==> src/rtl/mips_enc_pkg.sv <==
// mips_enc_pkg: opcodes, request kinds and loader states shared by the loader
package mips_enc_pkg;

    localparam logic [5:0] OP_RTYPE = 6'b000000;
    localparam logic [5:0] OP_LW    = 6'b100011;
    localparam logic [5:0] OP_SW    = 6'b101011;
    localparam logic [5:0] OP_BEQ   = 6'b000100;
    localparam logic [5:0] OP_ADDI  = 6'b001000;
    localparam logic [5:0] OP_J     = 6'b000010;

    localparam logic [2:0] KIND_RTYPE = 3'd0;
    localparam logic [2:0] KIND_LW    = 3'd1;
    localparam logic [2:0] KIND_SW    = 3'd2;
    localparam logic [2:0] KIND_BEQ   = 3'd3;
    localparam logic [2:0] KIND_ADDI  = 3'd4;
    localparam logic [2:0] KIND_J     = 3'd5;

    typedef enum logic [1:0] {
        S_IDLE,
        S_LOAD,
        S_WRITE,
        S_DONE
    } state_e;

endpackage

==> src/rtl/instr_field_packer.sv <==
// instr_field_packer: combinational kind+fields to 32-bit MIPS word encoder
module instr_field_packer
    import mips_enc_pkg::*;
(
    input  logic [2:0]  kind_i,
    input  logic [4:0]  rs_i,
    input  logic [4:0]  rt_i,
    input  logic [4:0]  rd_i,
    input  logic [5:0]  funct_i,
    input  logic [15:0] imm_i,
    input  logic [25:0] target_i,
    output logic [31:0] word_o,
    output logic        illegal_o
);

    // kinds 6 and 7 have no encoding and are flagged illegal with a zero word
    always_comb begin
        word_o    = 32'h0;
        illegal_o = 1'b0;
        case (kind_i)
            KIND_RTYPE: word_o = {OP_RTYPE, rs_i, rt_i, rd_i, 5'b00000, funct_i};
            KIND_LW:    word_o = {OP_LW, rs_i, rt_i, imm_i};
            KIND_SW:    word_o = {OP_SW, rs_i, rt_i, imm_i};
            KIND_BEQ:   word_o = {OP_BEQ, rs_i, rt_i, imm_i};
            KIND_ADDI:  word_o = {OP_ADDI, rs_i, rt_i, imm_i};
            KIND_J:     word_o = {OP_J, target_i};
            default:    illegal_o = 1'b1;
        endcase
    end

endmodule

==> src/rtl/mips_instr_loader.sv <==
// mips_instr_loader: encodes field-level requests and loads them into imem (optional LOADER_CHECKSUM_EN)
module mips_instr_loader
    import mips_enc_pkg::*;
#(
    parameter int DEPTH  = 64,
    parameter int ADDR_W = 6
) (
    input  logic              clk,
    input  logic              rst,
    input  logic              start,
    input  logic              finish,
    input  logic              req_valid,
    output logic              req_ready,
    input  logic [2:0]        req_kind,
    input  logic [4:0]        req_rs,
    input  logic [4:0]        req_rt,
    input  logic [4:0]        req_rd,
    input  logic [5:0]        req_funct,
    input  logic [15:0]       req_imm,
    input  logic [25:0]       req_target,
    output logic              imem_we,
    output logic [ADDR_W-1:0] imem_addr,
    output logic [31:0]       imem_wdata,
    output logic              core_hold,
    output logic [ADDR_W:0]   count,
`ifdef LOADER_CHECKSUM_EN
    output logic [31:0]       checksum,
`endif
    output logic              err_illegal,
    output logic              err_full,
    output logic              done
);

    state_e              state_q, state_d;
    logic [ADDR_W-1:0]   addr_q, addr_d;
    logic [ADDR_W:0]     count_q, count_d;
    logic [31:0]         word_q, word_d;
    logic                ill_q, ill_d;
    logic                full_q, full_d;
    logic                pend_q, pend_d;
    logic [31:0]         pk_word;
    logic                pk_illegal;
    logic                at_full;
    logic                accept;

    instr_field_packer u_packer (
        .kind_i    (req_kind),
        .rs_i      (req_rs),
        .rt_i      (req_rt),
        .rd_i      (req_rd),
        .funct_i   (req_funct),
        .imm_i     (req_imm),
        .target_i  (req_target),
        .word_o    (pk_word),
        .illegal_o (pk_illegal)
    );

    assign at_full    = count_q == (ADDR_W+1)'(DEPTH);
    assign accept     = state_q == S_LOAD && req_valid && !pk_illegal && !at_full;
    assign req_ready  = state_q == S_LOAD;
    assign core_hold  = state_q != S_IDLE;
    assign imem_we    = state_q == S_WRITE;
    assign done       = state_q == S_DONE;
    assign imem_addr  = addr_q;
    assign imem_wdata = word_q;
    assign count      = count_q;
    assign err_illegal = ill_q;
    assign err_full   = full_q;

    // session sequencing and per-beat bookkeeping
    always_comb begin
        state_d = state_q;
        addr_d  = addr_q;
        count_d = count_q;
        word_d  = word_q;
        ill_d   = ill_q;
        full_d  = full_q;
        pend_d  = pend_q;
        case (state_q)
            S_IDLE: begin
                if (start) begin
                    state_d = S_LOAD;
                    addr_d  = '0;
                    count_d = '0;
                    ill_d   = 1'b0;
                    full_d  = 1'b0;
                    pend_d  = 1'b0;
                end
            end
            S_LOAD: begin
                if (req_valid && pk_illegal) ill_d = 1'b1;
                if (req_valid && at_full) full_d = 1'b1;
                if (accept) begin
                    word_d  = pk_word;
                    pend_d  = finish;
                    state_d = S_WRITE;
                end else if (finish) begin
                    state_d = S_DONE;
                end
            end
            S_WRITE: begin
                addr_d  = addr_q + ADDR_W'(1);
                count_d = at_full ? count_q : count_q + (ADDR_W+1)'(1);
                state_d = (pend_q || finish) ? S_DONE : S_LOAD;
                pend_d  = 1'b0;
            end
            default: state_d = S_IDLE;
        endcase
    end

    // state and datapath registers, cleared asynchronously
    always_ff @(posedge clk or posedge rst) begin
        if (rst) begin
            state_q <= S_IDLE;
            addr_q  <= '0;
            count_q <= '0;
            word_q  <= '0;
            ill_q   <= 1'b0;
            full_q  <= 1'b0;
            pend_q  <= 1'b0;
        end else begin
            state_q <= state_d;
            addr_q  <= addr_d;
            count_q <= count_d;
            word_q  <= word_d;
            ill_q   <= ill_d;
            full_q  <= full_d;
            pend_q  <= pend_d;
        end
    end

`ifdef LOADER_CHECKSUM_EN
    logic [31:0] cks_q, cks_d;

    assign checksum = cks_q;
    assign cks_d    = (state_q == S_IDLE && start) ? 32'h0 :
                      (state_q == S_WRITE) ? cks_q ^ word_q : cks_q;

    // running XOR of every word written this session
    always_ff @(posedge clk or posedge rst) begin
        if (rst) cks_q <= 32'h0;
        else cks_q <= cks_d;
    end
`endif

endmodule

==> config.mk <==
export PLATFORM = sky130hd
export DESIGN_NAME = mips_instr_loader
export DESIGN_NICKNAME = d
export VERILOG_FILES = /design/src/rtl/mips_enc_pkg.sv /design/src/rtl/instr_field_packer.sv /design/src/rtl/mips_instr_loader.sv
export SDC_FILE = /design/constraint.sdc
export NUM_CORES = 1
export LEC_CHECK = 0
export BUFFER_PORTS_ARGS = -buffer_cell sky130_fd_sc_hd__buf_2
export CAP_MARGIN = 30
export CORE_MARGIN = 2
export CORE_UTILIZATION = 50
export CTS_CLUSTER_SIZE = 16
export DETAILED_ROUTE_END_ITERATION = 8
export MAX_ROUTING_LAYER = met4
export PLACE_DENSITY = 0.86
export SKIP_CTS_REPAIR_TIMING = 1
export SLEW_MARGIN = 20
export SYNTH_ARGS = -nofsm -noshare
export SYNTH_HDL_FRONTEND = slang
export SYNTH_HIERARCHICAL = 1
export SYNTH_SLANG_ARGS = --single-unit
==> constraint.sdc <==
create_clock -name clk -period 3.3 [get_ports clk]
set_input_delay 0.99 -clock clk [delete_from_list [all_inputs] [get_ports clk]]
set_output_delay 0.99 -clock clk [all_outputs]
set_load 0.03 [all_outputs]
# Word level (Yosys, flattened, before mapping)
# Cells that the tools add are included.
# word_totals
rom_bits	0
word_cells	64
latchBits	0
memories	0
in_bits	71
ram_bits	0
reg_bits	50
# classes
magnitude_cmp	0
multipliers	0
eq_ne	15
n_div	0
bitwise	0
n_addsub	2
mux	19
n_shift	0
reduce_logical	21
# op_table
op	n
case mux 32 bit (6 select lines)	1
two-way mux 7 bit	2
case mux 7 bit (2 select lines)	1
case mux 6 bit (2 select lines)	1
AND reduction 3 bit	4
two-way mux 2 bit	4
adder 7 x 1 -> 7 bit, second input constant	1
equality test 7 bit, second input constant	1
adder 6 x 1 -> 6 bit, second input constant	1
equality test 3 x 2 -> 1 bit, second input constant	2
equality test 3 bit, second input constant	2
two-way mux 6 bit	1
inequality test 2 x 1 -> 1 bit, second input constant	3
case mux 2 bit (3 select lines)	1
AND reduction 2 bit	3
nonzero test 2 bit	3
OR reduction 6 bit	1
logical AND 1 bit	5
two-way mux 1 bit	5
equality test 2 bit, second input constant	2
inequality test 2 bit, second input constant	2
case mux 1 bit (2 select lines)	2
equality test 3 x 1 -> 1 bit, second input constant	1
logical NOT 3 bit	1
7 further kinds	7

# Depth between registers and ports, before layout
# Gate-level depths: netlist of run 1.
# depth
word_depth	6
ltp_mapped	7
ltp_nobuf	6

# Modules after synthesis
# The synthesis of run 1 kept the hierarchy.
# by_module_without_submodules
mod	n_inst	cells_per_inst	area_each_um2
mips_instr_loader	1	159	2242.2
instr_field_packer	1	108	683.2

# Worst setup path before layout of run 1
# No wires, ideal clock.
# synth_path
path_kind	in2reg
startpoint	input req_kind[1]
endpoint	register word_q[0] (netlist: imem_wdata[0])
stages	6
setup_time_ns	0.125
n_path_buf	2
t_arrival_ns	2.354
required_time_ns	3.175
setup_slack_ns	0.821
path_cell_list	buf_2 -> and2_1 -> nand2b_1 -> nor3b_4 -> buf_6 -> mux2_4
# synth_via
elab_chain_cells	5
elab_cells_between_ends	11
cone_classes	eq/ne (5); mux (1); reduce/logical (5)
# synth_lines
item	line_no	source
start: declaration	mips_instr_loader.sv:14	input logic [2:0] req_kind,
equality test 3 x 1 -> 1 bit, or another cell as far along	instr_field_packer.sv:20	case (kind_i)
OR reduction 6 bit (no line)	--	
logical AND 1 bit (2 in series)	mips_instr_loader.sv:59	assign accept = state_q == S_LOAD && req_valid && !pk_illegal && !at_full;
AND reduction 2 bit (no line)	--	
end signal: assignment	mips_instr_loader.sv:125	word_q <= word_d;
end: declaration	mips_instr_loader.sv:37	logic [31:0] word_q, word_d;
# Several ways; a longest one is shown, not always the timed one.
# A chain may end at the register's enable or synchronous reset.

# Worst setup path after layout of run 1
# layout_path
startpoint	register state_q[0]
endpoint	output imem_we
# layout_via
elab_chain_cells	1
# layout_lines
item	line_no	source
start: declaration	mips_instr_loader.sv:34	state_e state_q, state_d;
start signal: assignment	mips_instr_loader.sv:122	state_q <= state_d;
equality test 2 bit	mips_instr_loader.sv:62	assign imem_we = state_q == S_WRITE;
end: declaration	mips_instr_loader.sv:21	output logic imem_we,
# Every way passes these cells.

==> results of run 1 <==
==> cells in the mapped netlist, types with 3 or more instances <==
cell type  count  area [sq um]
xnor2_1        4          35.0
o22ai_1        5          31.3
buf_2          6          30.0
buf_6          5          56.3
nand2_1       26          97.6
clkbuf_1       5          18.8
nand3_1        5          25.0
o21ai_0       21           105
buf_4          4          30.0
and2_1         4          25.0
nor2_1        12          45.0
o21ai_1       14          70.1
inv_1          8          30.0
dfrtp_1       50          1250
a32oi_1       11          96.3
mux2_2         4          45.0
ha_1           3          37.5
mux2i_1       20           200
nand2b_1       3          18.8
mux2_4        29           435
==> routing by layer <==
metal	wire length [um]	part of all wire	global-route usage
met1	3100	0.44	0.294
met2	3500	0.50	0.387
met3	384	0.054	0.0303
met4	87	0.012	0.0678
met5	0	0	-
==> worst max-delay path, stage by stage, from the launching register on <==
cell	delay [ns]
dfrtp_1	0.47
nand2b_1	0.25
inv_1	0.21
buf_2	0.24
==> state kept, by name, indices dropped and copies added (netlist names) <==
signal       cells
count            7
imem_wdata      32
err_full         1
state_q          2
err_illegal      1
pend_q           1
imem_addr        6
==> worst max-delay path by stage <==
stage                           startpoint                         to  slack (ns)  cells past startpoint
floorplan                      req_kind[1]  imem_wdata[0]$_DFFE_PP0P_        0.82                      6
global placement               req_kind[1]  imem_wdata[4]$_DFFE_PP0P_        0.59                      6
detailed placement             req_kind[1]  imem_wdata[5]$_DFFE_PP0P_        0.54                      6
CTS                 state_q[0]$_DFFE_PP0P_                    imem_we        0.85                      3
global route        state_q[0]$_DFFE_PP0P_                    imem_we        0.75                      3
finish              state_q[0]$_DFFE_PP0P_                    imem_we        0.84                      3
==> placed cells by master (no fill, tap or decap), types with 2 or more instances in the layout <==
cell type	synthesis	layout
xnor2_1	4	4
clkbuf_8	0	8
a22o_1	2	2
o21ai_1	14	14
dfrtp_1	50	50
buf_2	6	121
o21ai_0	21	21
o22ai_1	5	5
ha_1	3	3
mux2i_1	20	20
nand2b_1	3	3
nor3b_4	2	2
a32o_1	2	2
nand4_1	2	2
nor3_1	2	2
nor2_1	12	12
mux2_2	4	4
nand2_1	26	26
o311ai_0	2	2
mux2_4	29	29
inv_1	8	7
and2_1	4	4
nand3_1	5	5
a32oi_1	11	11
buf_4	4	3
==> power breakdown <==
group          total, W  switching [W]  internal [W]
registers       0.00102       0.000179      0.000839
clock network  0.000415       0.000203      0.000212
logic           0.00143       0.000847      0.000585
==> cell type report <==
cell class,instances,area (sq um),share of cell area
Clock buffer,8,110,0.0304
Inverter,8,30.0,0.00830
Multi-Input combinational cell,189,1510,0.417
Sequential cell,50,1250,0.346
Tap cell,72,90.1,0.0249
Timing Repair Buffer,124,628,0.174
==> stage by stage <==
step	power (W)	cell area (sq um)	std cells	worst slack, ns
floorplan	0.00207	2930	267	0.821
detailed placement	0.00246	3510	443	0.538
global route	0.00301	3620	451	0.755
finish	0.00286	3620	451	0.839
global placement	0.00242	3510	443	0.594
CTS	0.00288	3620	451	0.850
==> cells by family (layout without fill, tap and decap cells) <==
kind of cell / count (synthesis) / in the layout / share of synthesized area
and+or+nand+nor: 64 / 64 / 0.115
other: 1 / 1 / 0.00128
buffers and inverters: 28 / 140 / 0.0565
muxes: 53 / 53 / 0.233
DFF: 50 / 50 / 0.428
adders and majority gates: 3 / 3 / 0.0128
xor gates and xnor gates: 5 / 5 / 0.0150
AOI/OAI and AO/OA: 63 / 63 / 0.139
==> flow_metrics.py, run 1 <==
metrics = {
    "routing": {
        "routed_via_density": 5.57,
        "drc_errors": 0,
        "drtPass1Iterations": 4,
        "drtIter0Drc": 111,
        "wl_per_cell_um": 15.7,
        "routed_wl_mm": 7.07,
        "drtAntennaViolNets": 0,
        "num_vias": 2511,
    },
    "placement": {
        "port_buffers": 121,
        "dpl.hpwl_mm": 5.29,
        "gp_congestion": 0.798,
    },
    "timing": {
        "skew_ns": 0.00455,
        "finalHoldViolations": 0,
        "relSlewSlack": 0.493,
        "fin_crit_ns": 2.46,
        "whs_ns": 0.488,
        "setup_viol": 0,
        "slew_viol_final": 0,
        "fin_setup_tns_ns": 0,
        "fin_crit_sh": 0.746,
        "max_freq_mhz": 406,
        "tightestPinTransition_ns": 0.757,
        "rsz0062_at_grt": "false",
    },
    "layout": {
        "fill_cells": 476,
        "final_core_util": 0.649,
        "syn2layout_area_growth_pct": 23.7,
        "layout-drive-gt1-share": 0.459,
        "layout.nets": 452,
        "diodes": 0,
    },
    "setup_path": {
        "crit_fanout": 8,
        "r2r_slack_ns": 0.94,
        "worstReg2RegEnd": "imem_wdata[27]$_DFFE_PP0P_",
        "path_class": "reg2out",
        "end_kind": "output port",
        "start_kind": "register",
        "rr_startpoint": "count[0]$_DFFE_PP0P_",
        "critPathArrivalTime_ns": 1.47,
        "worstRegToRegCells": 7,
        "worstPathRequired_ns": 2.31,
    },
    "min_path": {
        "min_path_cells": 1,
        "min_from": "imem_addr[5]$_DFFE_PP0P_",
        "hold_path_end": "imem_addr[5]$_DFFE_PP0P_",
        "hp-class": "reg2reg",
    },
    "power_and_ir_drop": {
        "power.leakage_nw": 1.88,
        "power_density_nw_per_um2": 792,
        "ir_drop_mv": 0.368,
    },
    "clocking": {
        "clockRootBuffer": "clkbuf_8",
        "clkSlewWorstSetupHoldPaths_ns": 0.09,
        "h-tree-depth": 2,
        "insertion_delay_ns": 0.30,
        "cts_tree": "built",
        "cts.sinks": 50,
        "clk_path_buf_depth": 2,
        "numCtsBuffers": 5,
    },
    "run": {
        "maxCapViolCount": 0,
    },
    "die": {
        "die_h_um": 80.5,
        "die_area_sq_um": 6480,
        "fp.coreArea_sq_um": 5570,
        "die_w_um": 80.5,
        "rows": 27,
        "top_level_ports": 122,
        "start_util": 0.525,
    },
    "global_routing": {
        "antenna_found_initial": 0,
        "grt_max_degree": 29,
        "grt_pass1_wl_mm": 11.3,
        "grt_pass1_vias": 2408,
        "grt_overflow": 0,
        "track_usage": 0.231,
    },
    "synthesis": {
        "synthFlopType": "dfrtp_1",
        "synth.distinct_cells": 42,
        "ys_async_sr_fraction": 1.00,
        "seq_area_frac_synth": 0.428,
        "yosysWarnings": 6,
        "synthCells": 267,
        "avgSynthCellArea_sq_um": 11.0,
        "synth_edf_count": 0,
        "ys_ff_latch": 50,
        "synth_area_sq_um": 2930,
        "syn-num-nets": 341,
    },
    "outcome": {
        "status": "complete, no violations",
    },
}
Note: power is estimated with default switching activity, not from simulation.
==> inputs of run 2 (changes only) <==
ABC_AREA = 1   (was unset)
CORE_UTILIZATION = 44   (was 50)
PLACE_DENSITY = 0.8   (was 0.86)
clock period = 2.1 ns   (was 3.3 ns; I/O delays follow)
==> run 2 against run 1 <==
Setup slack worse by 0.71 ns. Non-clock buffer count rose by 5. Clock skew up 0.0044 ns. Wire length rose by 0.69%. Cell count rose by 32%. Die area is 11% higher. Sequential cell count is the same. Combinational power grew 52%. Utilization decreased by 8.0 points. First-iteration DRC count is 20% lower.
==> flow_metrics.py, run 2 <==
metrics = {
    "synthesis": {
        "synth.distinct_cells": 30,
        "avgSynthCellArea_sq_um": 7.16,
        "seq_area_frac_synth": 0.435,
        "synth_edf_count": 0,
        "synthTopCellsByArea": "dfrtp_1, nand2_1, nand3_1",
        "yosysTopAreaCell": "dfrtp_1",
        "synth_area_sq_um": 2880,
        "yosysMostFrequentCell": "nand2_1",
        "yosysWarnings": 6,
        "syn-num-nets": 476,
        "synth_top_area_frac": 0.435,
        "synth_common_cells": "nand2_1, dfrtp_1, inv_1",
        "ys_ff_latch": 50,
        "ys_async_sr_fraction": 1.00,
        "synthCells": 402,
        "synthFlopType": "dfrtp_1",
    },
    "global_routing": {
        "grt_max_degree": 34,
        "antenna_found_initial": 0,
        "grt_overflow": 0,
        "grt_pass1_wl_mm": 11.9,
        "grt_pass1_vias": 2733,
        "track_usage": 0.209,
    },
    "timing": {
        "rsz0062_at_grt": "false",
        "fin_crit_sh": 0.941,
        "setup_viol": 0,
        "slew_viol_final": 0,
        "skew_ns": 0.00894,
        "finalHoldViolations": 0,
        "fin_crit_ns": 1.98,
        "fin_setup_tns_ns": 0,
        "max_freq_mhz": 506,
        "whs_ns": 0.341,
    },
    "outcome": {
        "status": "complete, no violations",
    },
    "power_and_ir_drop": {
        "power_density_nw_per_um2": 1230,
        "power.leakage_nw": 2.17,
        "ir_drop_mv": 0.645,
    },
    "layout": {
        "diodes": 0,
        "layout_commonest_cell": "nand2_1",
        "final_cell_mix": "nand2_1, buf_2, dfrtp_1",
        "final_core_util": 0.569,
        "syn2layout_area_growth_pct": 25.7,
        "finalNonFillerCells": 596,
        "fill_cells": 628,
        "layout-drive-gt1-share": 0.310,
        "layout.nets": 592,
        "largest_register_ffs": 32,
    },
    "routing": {
        "routed_wl_mm": 7.12,
        "drc_errors": 0,
        "drtIter0Drc": 89,
        "num_vias": 2865,
        "drtPass1Iterations": 4,
        "wl_per_cell_um": 11.9,
        "drtAntennaViolNets": 0,
        "routed_via_density": 4.81,
    },
    "clocking": {
        "clockRootBuffer": "clkbuf_8",
        "cts.sinks": 50,
        "clkSlewWorstSetupHoldPaths_ns": 0.09,
        "numCtsBuffers": 5,
        "clk_path_buf_depth": 2,
        "cts_tree": "built",
        "insertion_delay_ns": 0.30,
        "h-tree-depth": 2,
    },
    "placement": {
        "dpl.hpwl_mm": 5.58,
        "dp.cells": 588,
        "port_buffers": 121,
        "gp_congestion": 0.863,
    },
    "die": {
        "rows": 29,
        "die_area_sq_um": 7200,
        "fp.coreArea_sq_um": 6350,
        "top_level_ports": 122,
        "die_h_um": 84.9,
        "die_w_um": 84.9,
        "start_util": 0.453,
    },
    "setup_path": {
        "end_kind": "output port",
        "path_class": "reg2out",
        "critPathArrivalTime_ns": 1.35,
        "rr_startpoint": "count[0]$_DFFE_PP0P_",
        "worstRegToRegCells": 9,
        "worstReg2RegEnd": "imem_wdata[22]$_DFFE_PP0P_",
        "start_kind": "register",
        "crit_fanout": 5,
        "worstPathRequired_ns": 1.47,
        "r2r_slack_ns": 0.41,
    },
    "min_path": {
        "hp-class": "in2async",
    },
    "run": {
        "maxCapViolCount": 0,
    },
}
==> run 2: changes by cell type after synthesis, moves of 4 or more <==
cell     delta
nand2_1   +162
mux2_4     -29
inv_1      +23
nand3_1    +22
mux2i_1    -19
o21ai_1    -13
a32oi_1    -11
nand2_2    +11
nand4_1    +11
and2_1      -4
mux2_2      -4
nor2_2      +4
==> run 2: worst max-delay path by stage <==
stage | to | startpoint | slack (ns) | depth (start not counted)
final | req_ready | state_q[0]$_DFFE_PP0P_ | 0.12 | 3
after detailed placement | imem_wdata[22]$_DFFE_PP0P_ | req_kind[2] | 0.32 | 8
after floorplan | count[0]$_DFFE_PP0P_ | rst | 0.27 | 1
after CTS | req_ready | state_q[0]$_DFFE_PP0P_ | 0.11 | 3
after global routing | req_ready | state_q[0]$_DFFE_PP0P_ | 0.03 | 3
after global placement | imem_wdata[22]$_DFFE_PP0P_ | req_kind[0] | 0.39 | 7
==> run 2: report_power, final <==
part	internal, W	leakage, nW	total, W	switching [W]
Clock	0.000356	0.0514	0.000668	0.000313
Sequential	0.00133	0.653	0.00158	0.000254
Combinational	0.000628	1.47	0.00218	0.00155
==> run 2: cell type report <==
class	count	area (sq um)	share of cell area
multi-input combinational	297	1350	0.372
sequential	50	1250	0.346
timing repair buffer	129	678	0.188
inverter	35	134	0.0370
tap	77	96.3	0.0266
clock buffer	6	72.6	0.0201
clock inverter	2	37.5	0.0104
==> run 2: cells by family after synthesis <==
kind of cell / share of synthesized area
AO/OA/AOI/OAI: 0.0474
XOR/XNOR: 0.0122
adder cells (fa/ha/maj): 0.0130
buffers and inverters: 0.0974
flip-flops: 0.435
multiplexers: 0.00348
other: 0.00130
AND/OR/NAND/NOR: 0.390
==> run 2: metrics by stage <==
| stage | cell area (sq um) | worst slack, ns | total power [W] |
|---|---|---|---|
| final | 3620 | 0.124 | 0.00443 |
| after global routing | 3620 | 0.0313 | 0.00475 |
| after CTS | 3620 | 0.110 | 0.00447 |
| after detailed placement | 3510 | 0.320 | 0.00380 |
| after global placement | 3510 | 0.386 | 0.00376 |
| after floorplan | 2880 | 0.269 | 0.00316 |
==> run 2: worst max-delay path: stages (launching register included) <==
cell and delay [ns]:
dfrtp_1 0.41, inv_1 0.09, nor2_1 0.28, buf_2 0.27
==> run 2: routing by layer <==
metal / wire length (um) / up-vias / GRT usage
met5: 0 / - / -
met4: 62 / 0 / 0.0620
met3: 419 / 6 / 0.0438
met2: 3500 / 106 / 0.359
met1: 3140 / 1272 / 0.249
li1: - / 1481 / -
